==> config.mk <==
export PLATFORM = sky130hd
export DESIGN_NAME = fp_mul_minmax_unit
export DESIGN_NICKNAME = d
export VERILOG_FILES = /design/src/rtl/fp_mul_minmax_unit.sv
export SDC_FILE = /design/constraint.sdc
export NUM_CORES = 1
export LEC_CHECK = 0
export CELL_PAD_IN_SITES_DETAIL_PLACEMENT = 1
export CELL_PAD_IN_SITES_GLOBAL_PLACEMENT = 1
export CORE_MARGIN = 2
export CORE_UTILIZATION = 46
export DETAILED_ROUTE_END_ITERATION = 16
export PLACE_DENSITY = 0.86
export SETUP_SLACK_MARGIN = 0.4
export SYNTH_ARGS = -nofsm -noshare
export SYNTH_HDL_FRONTEND = slang
export SYNTH_SLANG_ARGS = --single-unit
==> constraint.sdc <==
create_clock -name clk_i -period 7.4 [get_ports clk_i]
set_clock_uncertainty 0.2 [all_clocks]
set_input_delay 1.48 -clock clk_i [delete_from_list [all_inputs] [get_ports clk_i]]
set_output_delay 1.48 -clock clk_i [all_outputs]
set_load 0.03 [all_outputs]
==> src/rtl/fp_mul_minmax_unit.sv <==
// Multi-cycle floating-point unit: iterative shift-add multiply with round-to-nearest-even,
// plus single-pass MIN/MAX and sign injection, with valid/ready handshakes on both sides.
module fp_mul_minmax_unit #(
    parameter int EXP_W = 8,
    parameter int MAN_W = 23
) (
    input  logic                   clk_i,
    input  logic                   rst_i,
    input  logic [2:0]             op_i,
    input  logic [EXP_W+MAN_W:0]   operand1_i,
    input  logic [EXP_W+MAN_W:0]   operand2_i,
    input  logic                   valid_i,
    output logic                   ready_o,
    output logic [EXP_W+MAN_W:0]   result_o,
    output logic [4:0]             flags_o,
    output logic                   valid_o,
    input  logic                   ready_i
);
    localparam int W     = 1 + EXP_W + MAN_W;
    localparam int SIG_W = MAN_W + 1;
    localparam int PW    = 2 * SIG_W;
    localparam int EW    = EXP_W + 2;
    localparam int CNT_W = $clog2(MAN_W + 2);

    localparam logic [2:0] OP_MUL   = 3'd0;
    localparam logic [2:0] OP_MIN   = 3'd1;
    localparam logic [2:0] OP_MAX   = 3'd2;
    localparam logic [2:0] OP_SGNJ  = 3'd3;
    localparam logic [2:0] OP_SGNJN = 3'd4;
    localparam logic [2:0] OP_SGNJX = 3'd5;

    localparam logic signed [EW-1:0] BIAS    = {3'b000, {(EXP_W-1){1'b1}}};
    localparam logic signed [EW-1:0] EXP_MAX = {2'b00, {EXP_W{1'b1}}};
    localparam logic [W-1:0] CANON_NAN = {1'b0, {EXP_W{1'b1}}, 1'b1, {(MAN_W-1){1'b0}}};
    localparam logic [4:0] FLAG_NV = 5'b10000;
    localparam logic [4:0] FLAG_OF = 5'b00100;
    localparam logic [4:0] FLAG_UF = 5'b00010;
    localparam logic [4:0] FLAG_NX = 5'b00001;

    typedef enum logic [1:0] {IDLE, MUL, ROUND, DONE} state_t;

    // Normalise the raw product, round to nearest-even and saturate; returns {flags, result}.
    function automatic logic [W+4:0] round_rne(input logic [PW-1:0] prod,
                                              input logic signed [EW-1:0] exp_in,
                                              input logic sgn);
        logic [PW-1:0]          norm;
        logic [SIG_W-1:0]       top;
        logic [SIG_W:0]         rnd;
        logic                   guard, sticky, up;
        logic [MAN_W-1:0]       man;
        logic signed [EW-1:0]   exp_f;
        norm   = prod[PW-1] ? prod : (prod << 1);
        top    = norm[PW-1 -: SIG_W];
        guard  = norm[MAN_W];
        sticky = |norm[MAN_W-1:0];
        up     = guard & (sticky | top[0]);
        rnd    = {1'b0, top} + {{SIG_W{1'b0}}, up};
        man    = rnd[SIG_W] ? rnd[MAN_W:1] : rnd[MAN_W-1:0];
        exp_f  = exp_in + $signed({{(EW-1){1'b0}}, prod[PW-1]})
                        + $signed({{(EW-1){1'b0}}, rnd[SIG_W]});
        if (exp_f >= EXP_MAX)
            round_rne = {FLAG_OF | FLAG_NX, sgn, {EXP_W{1'b1}}, {MAN_W{1'b0}}};
        else if (exp_f <= 0)
            round_rne = {FLAG_UF | FLAG_NX, sgn, {(W-1){1'b0}}};
        else
            round_rne = {{4'b0000, guard | sticky}, sgn, exp_f[EXP_W-1:0], man};
    endfunction

    logic               sa, sb;
    logic [EXP_W-1:0]   ea, eb;
    logic [MAN_W-1:0]   ma, mb;
    logic               a_zero, b_zero, a_inf, b_inf, a_nan, b_nan, a_snan, b_snan, a_lt_b;

    assign sa     = operand1_i[W-1];
    assign sb     = operand2_i[W-1];
    assign ea     = operand1_i[W-2 -: EXP_W];
    assign eb     = operand2_i[W-2 -: EXP_W];
    assign ma     = operand1_i[MAN_W-1:0];
    assign mb     = operand2_i[MAN_W-1:0];
    assign a_zero = (ea == '0);
    assign b_zero = (eb == '0);
    assign a_inf  = (&ea) && (ma == '0);
    assign b_inf  = (&eb) && (mb == '0);
    assign a_nan  = (&ea) && (|ma);
    assign b_nan  = (&eb) && (|mb);
    assign a_snan = a_nan && !ma[MAN_W-1];
    assign b_snan = b_nan && !mb[MAN_W-1];
    // Sign-magnitude ordering; -0 sorts below +0 because the sign decides first.
    assign a_lt_b = (sa != sb) ? sa
                  : (sa ? (operand1_i[W-2:0] > operand2_i[W-2:0])
                        : (operand1_i[W-2:0] < operand2_i[W-2:0]));

    state_t                state_q, state_d;
    logic [CNT_W-1:0]      cnt_q, cnt_d;
    logic [PW-1:0]         acc_q, acc_d, mcand_q, mcand_d;
    logic [SIG_W-1:0]      mplier_q, mplier_d;
    logic signed [EW-1:0]  exp_q, exp_d;
    logic                  sign_q, sign_d;
    logic [W-1:0]          result_q, result_d, quick_res;
    logic [4:0]            flags_q, flags_d, quick_flags;
    logic                  mul_fast;
    logic [W+4:0]          rnd_out;

    assign rnd_out = round_rne(acc_q, exp_q, sign_q);

    always_comb begin
        quick_res   = CANON_NAN;
        quick_flags = '0;
        mul_fast    = 1'b1;
        case (op_i)
            OP_MUL: begin
                if (a_nan || b_nan)
                    quick_flags = (a_snan || b_snan) ? FLAG_NV : '0;
                else if ((a_inf && b_zero) || (b_inf && a_zero))
                    quick_flags = FLAG_NV;
                else if (a_inf || b_inf)
                    quick_res = {sa ^ sb, {EXP_W{1'b1}}, {MAN_W{1'b0}}};
                else if (a_zero || b_zero)
                    quick_res = {sa ^ sb, {(W-1){1'b0}}};
                else
                    mul_fast = 1'b0;
            end
            OP_MIN, OP_MAX: begin
                quick_flags = (a_snan || b_snan) ? FLAG_NV : '0;
                if (a_nan && b_nan)  quick_res = CANON_NAN;
                else if (a_nan)      quick_res = operand2_i;
                else if (b_nan)      quick_res = operand1_i;
                else                 quick_res = ((op_i == OP_MIN) == a_lt_b) ? operand1_i : operand2_i;
            end
            OP_SGNJ:  quick_res = {sb, operand1_i[W-2:0]};
            OP_SGNJN: quick_res = {~sb, operand1_i[W-2:0]};
            OP_SGNJX: quick_res = {sa ^ sb, operand1_i[W-2:0]};
            default:  quick_flags = FLAG_NV;
        endcase
    end

    always_comb begin
        state_d  = state_q;
        cnt_d    = cnt_q;
        acc_d    = acc_q;
        mcand_d  = mcand_q;
        mplier_d = mplier_q;
        exp_d    = exp_q;
        sign_d   = sign_q;
        result_d = result_q;
        flags_d  = flags_q;
        case (state_q)
            IDLE: if (valid_i) begin
                result_d = quick_res;
                flags_d  = quick_flags;
                state_d  = DONE;
                if (op_i == OP_MUL && !mul_fast) begin
                    state_d  = MUL;
                    cnt_d    = '0;
                    acc_d    = '0;
                    mcand_d  = {{SIG_W{1'b0}}, 1'b1, ma};
                    mplier_d = {1'b1, mb};
                    exp_d    = $signed({2'b00, ea}) + $signed({2'b00, eb}) - BIAS;
                    sign_d   = sa ^ sb;
                end
            end
            // One multiplier bit per cycle, LSB first.
            MUL: begin
                acc_d    = acc_q + (mplier_q[0] ? mcand_q : '0);
                mcand_d  = mcand_q << 1;
                mplier_d = mplier_q >> 1;
                cnt_d    = cnt_q + CNT_W'(1);
                if (cnt_q == CNT_W'(MAN_W))
                    state_d = ROUND;
            end
            ROUND: begin
                result_d = rnd_out[W-1:0];
                flags_d  = rnd_out[W+4:W];
                cnt_d    = '0;
                state_d  = DONE;
            end
            DONE: if (ready_i) state_d = IDLE;
            default: state_d = IDLE;
        endcase
    end

    always_ff @(posedge clk_i) begin
        if (rst_i) begin
            state_q  <= IDLE;
            cnt_q    <= '0;
            result_q <= '0;
            flags_q  <= '0;
        end else begin
            state_q  <= state_d;
            cnt_q    <= cnt_d;
            result_q <= result_d;
            flags_q  <= flags_d;
        end
        acc_q    <= acc_d;
        mcand_q  <= mcand_d;
        mplier_q <= mplier_d;
        exp_q    <= exp_d;
        sign_q   <= sign_d;
    end

    assign ready_o  = (state_q == IDLE);
    assign valid_o  = (state_q == DONE);
    assign result_o = result_q;
    assign flags_o  = flags_q;
endmodule

==> summary.md <==
| Metric | Value |
|---|---|
| First-pass GRT wire length | `71000 microns` |
| Core Region | `28900 sq um` |
| ANT nets after route | `0` |
| Post-CTS setup buffer count | `0` |
| CTS max path bufs | `2` |
| Antenna diodes | `0` |
| Pwr Total | `5.08 mW` |
| Max cap viols | `0` |
| Global Route Usage Sum | `0.298` |
| Number of synthesized flops with an enable pin | `131` |
| Post-CTS Hold Fix Bufs | `0` |
| Number of global-route vias before repair | `12.4k` |
| #FFs+latches synth | `174` |
| Die ar. | `30800 sq um` |
| M2 GR Usage | `0.467` |
| Ys Warns | `0` |
| Sw Share | `0.439` |
| Worst EP required | `7.55 ns` |
| Internal power | `2.85 mW` |
| Initial antenna violation count | `4` |
| 1st-iter DRT viols | `1360` |
| Crit Path Max Fanout | `41` |
| Final wirelength | `45900 microns` |
| CTS Buf Count | `17` |
| Dpl cell area | `14900 sq um` |
| Initial core utilization | `0.469` |
| Nets@finish | `1752` |
| Reg clk slew, reported paths | `0.08 ns` |
| Hold Startpoint | `flags_o[4]` |
| Share of cells above drive strength 1 | `0.0635` |
| Worst hold slack | `0.271 ns` |
| Vias/cell | `6.31` |
| Post-route cell area | `15500 sq um` |
| Setup-failing EPs final | `0` |
| Post-synth ARST share | `0` |
| Rows | `62` |
| P_sw | `2.23 mW` |
| R2r startpoint | `acc_q[47]` |
| Seq pwr share | `0.319` |
| CTS tree | `built` |
| Synth unique cells | `93` |
| Hold Crit Depth | `2` |
| Relative slew slack | `0.221` |
| Fmax | `169 MHz` |
| Status | `complete, no violations` |
| Final period utilization | `0.799` |
| Logic pwr share | `0.488` |
| Reg2reg path depth | `17` |
| Fill count | `3347` |
| Hold EP | `flags_o[4]` |
| Cell Pwr Density | `327 nW/um^2` |
| Reg2reg end | `result_o[10]` |
| Die Width | `176 microns` |
| Crit Path Class | `flop to flop` |
| Worst R2R Setup Slack | `1.49 ns` |
| Root buffer cell | `clkbuf_16` |
| H-tree levels | `4` |
| Arrival time at the worst endpoint | `6.06 ns` |
| Syn nets | `1687` |
| Syn Inst Count | `1513` |
| RSZ-0062 raised after global routing | `false` |
| Critical path launch point type | `flop` |
| P_leak | `5.85 nW` |
| Total Negative Setup Slacks | `0 ns` |
| Post-Route Utilization | `0.538` |
| Largest net degree at the start of global routing | `85` |
| Sequential-to-total area share from yosys stat | `0.354` |
| Drt drc | `0` |
| Final Max Tran Viols | `0` |
| Met1 Use GR | `0.402` |
| Die Y-Extent | `176 microns` |
| VDD IR-drop max | `0.186 mV` |
| Mapped cell area | `13500 sq um` |
| Drt pass-1 iters | `5` |
| Clock Latency Late Sink | `0.48 ns` |
| Met3 Use GR | `0.0721` |
| Remaining Overflow, GRT | `0` |
| Layout area overhead | `14.5%` |
| Syn avg cell area | `8.95 sq um` |
| Hold crit path type | `flop to flop` |
| Top Usage Layer GRT | `met2` |
| Top_reg_cell synth | `edfxtp_1` |
| Buffers on Ports | `108` |
| CTS resizes | `0` |
| Final HPWL DP | `34300 microns` |
| I/O pin cnt | `110` |
| TritonCTS Sinks | `174` |
| Final Hold Fails | `0` |
| CP endpoint kind | `flop` |
| Via count | `12.5k` |
| Final GP Congestion | `0.952` |
| Crit path time final | `5.91 ns` |
| Clock Power Share | `0.193` |
| Drt wl/cell | `23.2 microns` |
| Worst slew pin tran | `1.16 ns` |
==> sequential cells by signal, summed over array words and instances, names as in the netlist <==
signal,count
cnt_q,5
mplier_q,24
sign_q,1
mcand_q,48
exp_q,10
state_q,2
flags_o,4
result_o,32
acc_q,48
==> Yosys cell counts, types with 25 or more instances <==
cell type,number,area share
and2_1,90,0.042
inv_1,85,0.024
a221o_1,32,0.024
ha_1,100,0.092
mux2i_1,25,0.018
nand4_1,32,0.015
xnor2_1,43,0.028
mux2_2,26,0.022
dfxtp_1,43,0.064
clkbuf_1,53,0.015
xor2_1,35,0.023
nand3_1,36,0.013
o21ai_0,90,0.033
nor2_1,110,0.030
nor4_1,27,0.012
edfxtp_1,131,0.29
nand2_1,126,0.035
a21oi_1,113,0.042
==> critical path: stages (launching register included) <==
cell and delay [ns]:
edfxtp_1 0.46, buf_4 0.45, nand2_1 0.22, a2111oi_2 0.53, and4_1 0.48, nand2_1 0.21, fa_1 0.47, inv_1 0.08
ha_1 0.29, xor2_1 0.26, nand3_1 0.10, or3_1 0.38, o32a_1 0.38, and2_1 0.29, nand3_2 0.26, a21oi_1 0.10
a221o_1 0.30, a221o_1 0.31
==> layer usage <==
metal  wire length (microns)  vias to the layer above  share of wire
li1                        -                     5726              -
met2                   20600                      456           0.45
met4                    1450                        2          0.032
met1                   20000                     6197           0.44
met3                    3860                       91          0.084
met5                      12                        -        0.00026
==> power groups by stage <==
stage	Sequential [mW]	Combinational (mW)	Clock [mW]
final	1.62	2.48	0.982
after global placement	1.62	2.32	0
after detailed placement	1.63	2.41	0
after global routing	1.64	2.70	1.01
after floorplan	1.67	1.60	0
after CTS	1.61	2.45	0.984
==> layout make-up <==
class | instances | area (sq um) | area share
well taps | 384 | 480 | 0.0310
inverters | 86 | 323 | 0.0208
clock inverters | 15 | 199 | 0.0128
repair buffers | 118 | 1170 | 0.0753
multi-input cells | 1181 | 8120 | 0.524
flip-flops and latches | 174 | 4790 | 0.309
clock buffers | 17 | 425 | 0.0274
==> through the flow <==
stage                     std cells  setup WS, ns
after global placement         1943          1.72
after detailed placement       1943          1.39
after CTS                      1975          1.53
after floorplan                1513          1.20
final                          1975          1.49
after global routing           1975          1.12
==> how the worst max path moves through the flow <==
| stage | start | endpoint | slack, ns |
|---|---|---|---|
| after global placement | op_i[2] | mcand_q[31] | 1.72 |
| after CTS | acc_q[47] | result_o[10] | 1.53 |
| after floorplan | op_i[2] | acc_q[0] | 1.20 |
| after detailed placement | op_i[2] | mcand_q[31] | 1.39 |
| final | acc_q[47] | result_o[10] | 1.49 |
| after global routing | acc_q[47] | result_o[10] | 1.12 |
==> cell usage in the layout, fill, tap and decap left out, types with 8 or more instances in the layout <==
master           synthesis  routed
a211oi_1                17      17
a21o_1                  12      11
a21oi_1                113     113
a221o_1                 32      32
a22oi_1                 10      10
and2_1                  90      90
and3_1                  17      17
buf_4                    4       9
clkbuf_16                0      17
clkdlybuf4s50_1          0     108
dfxtp_1                 43      43
edfxtp_1               131     131
ha_1                   100      99
inv_1                   85      85
mux2_2                  26      26
mux2i_1                 25      25
nand2_1                126     126
nand2b_1                17      17
nand3_1                 36      36
nand4_1                 32      32
nor2_1                 110     110
nor2b_1                 19      19
nor3_1                  22      22
nor4_1                  27      27
o211ai_1                10      10
o21ai_0                 90      90
o21ai_1                  9       9
o21bai_1                14      14
o22ai_1                  9       9
or3_1                    8       8
or4_1                    8       8
xnor2_1                 43      43
xor2_1                  35      35
==> kinds of logic (layout without fill, tap and decap cells) <==
logic type                 after synthesis  in the layout  synth area share
other                                    1              1          0.000277
and+or+nand+nor                        552            552             0.215
buffers and inverters                  158            236            0.0478
adders and majority gates              103            103            0.0968
DFF                                    174            174             0.354
muxes                                   51             51            0.0401
xor gates and xnor gates                78             78            0.0504
AOI/OAI and AO/OA                      396            396             0.196
Power figures use the tool's default switching activity.
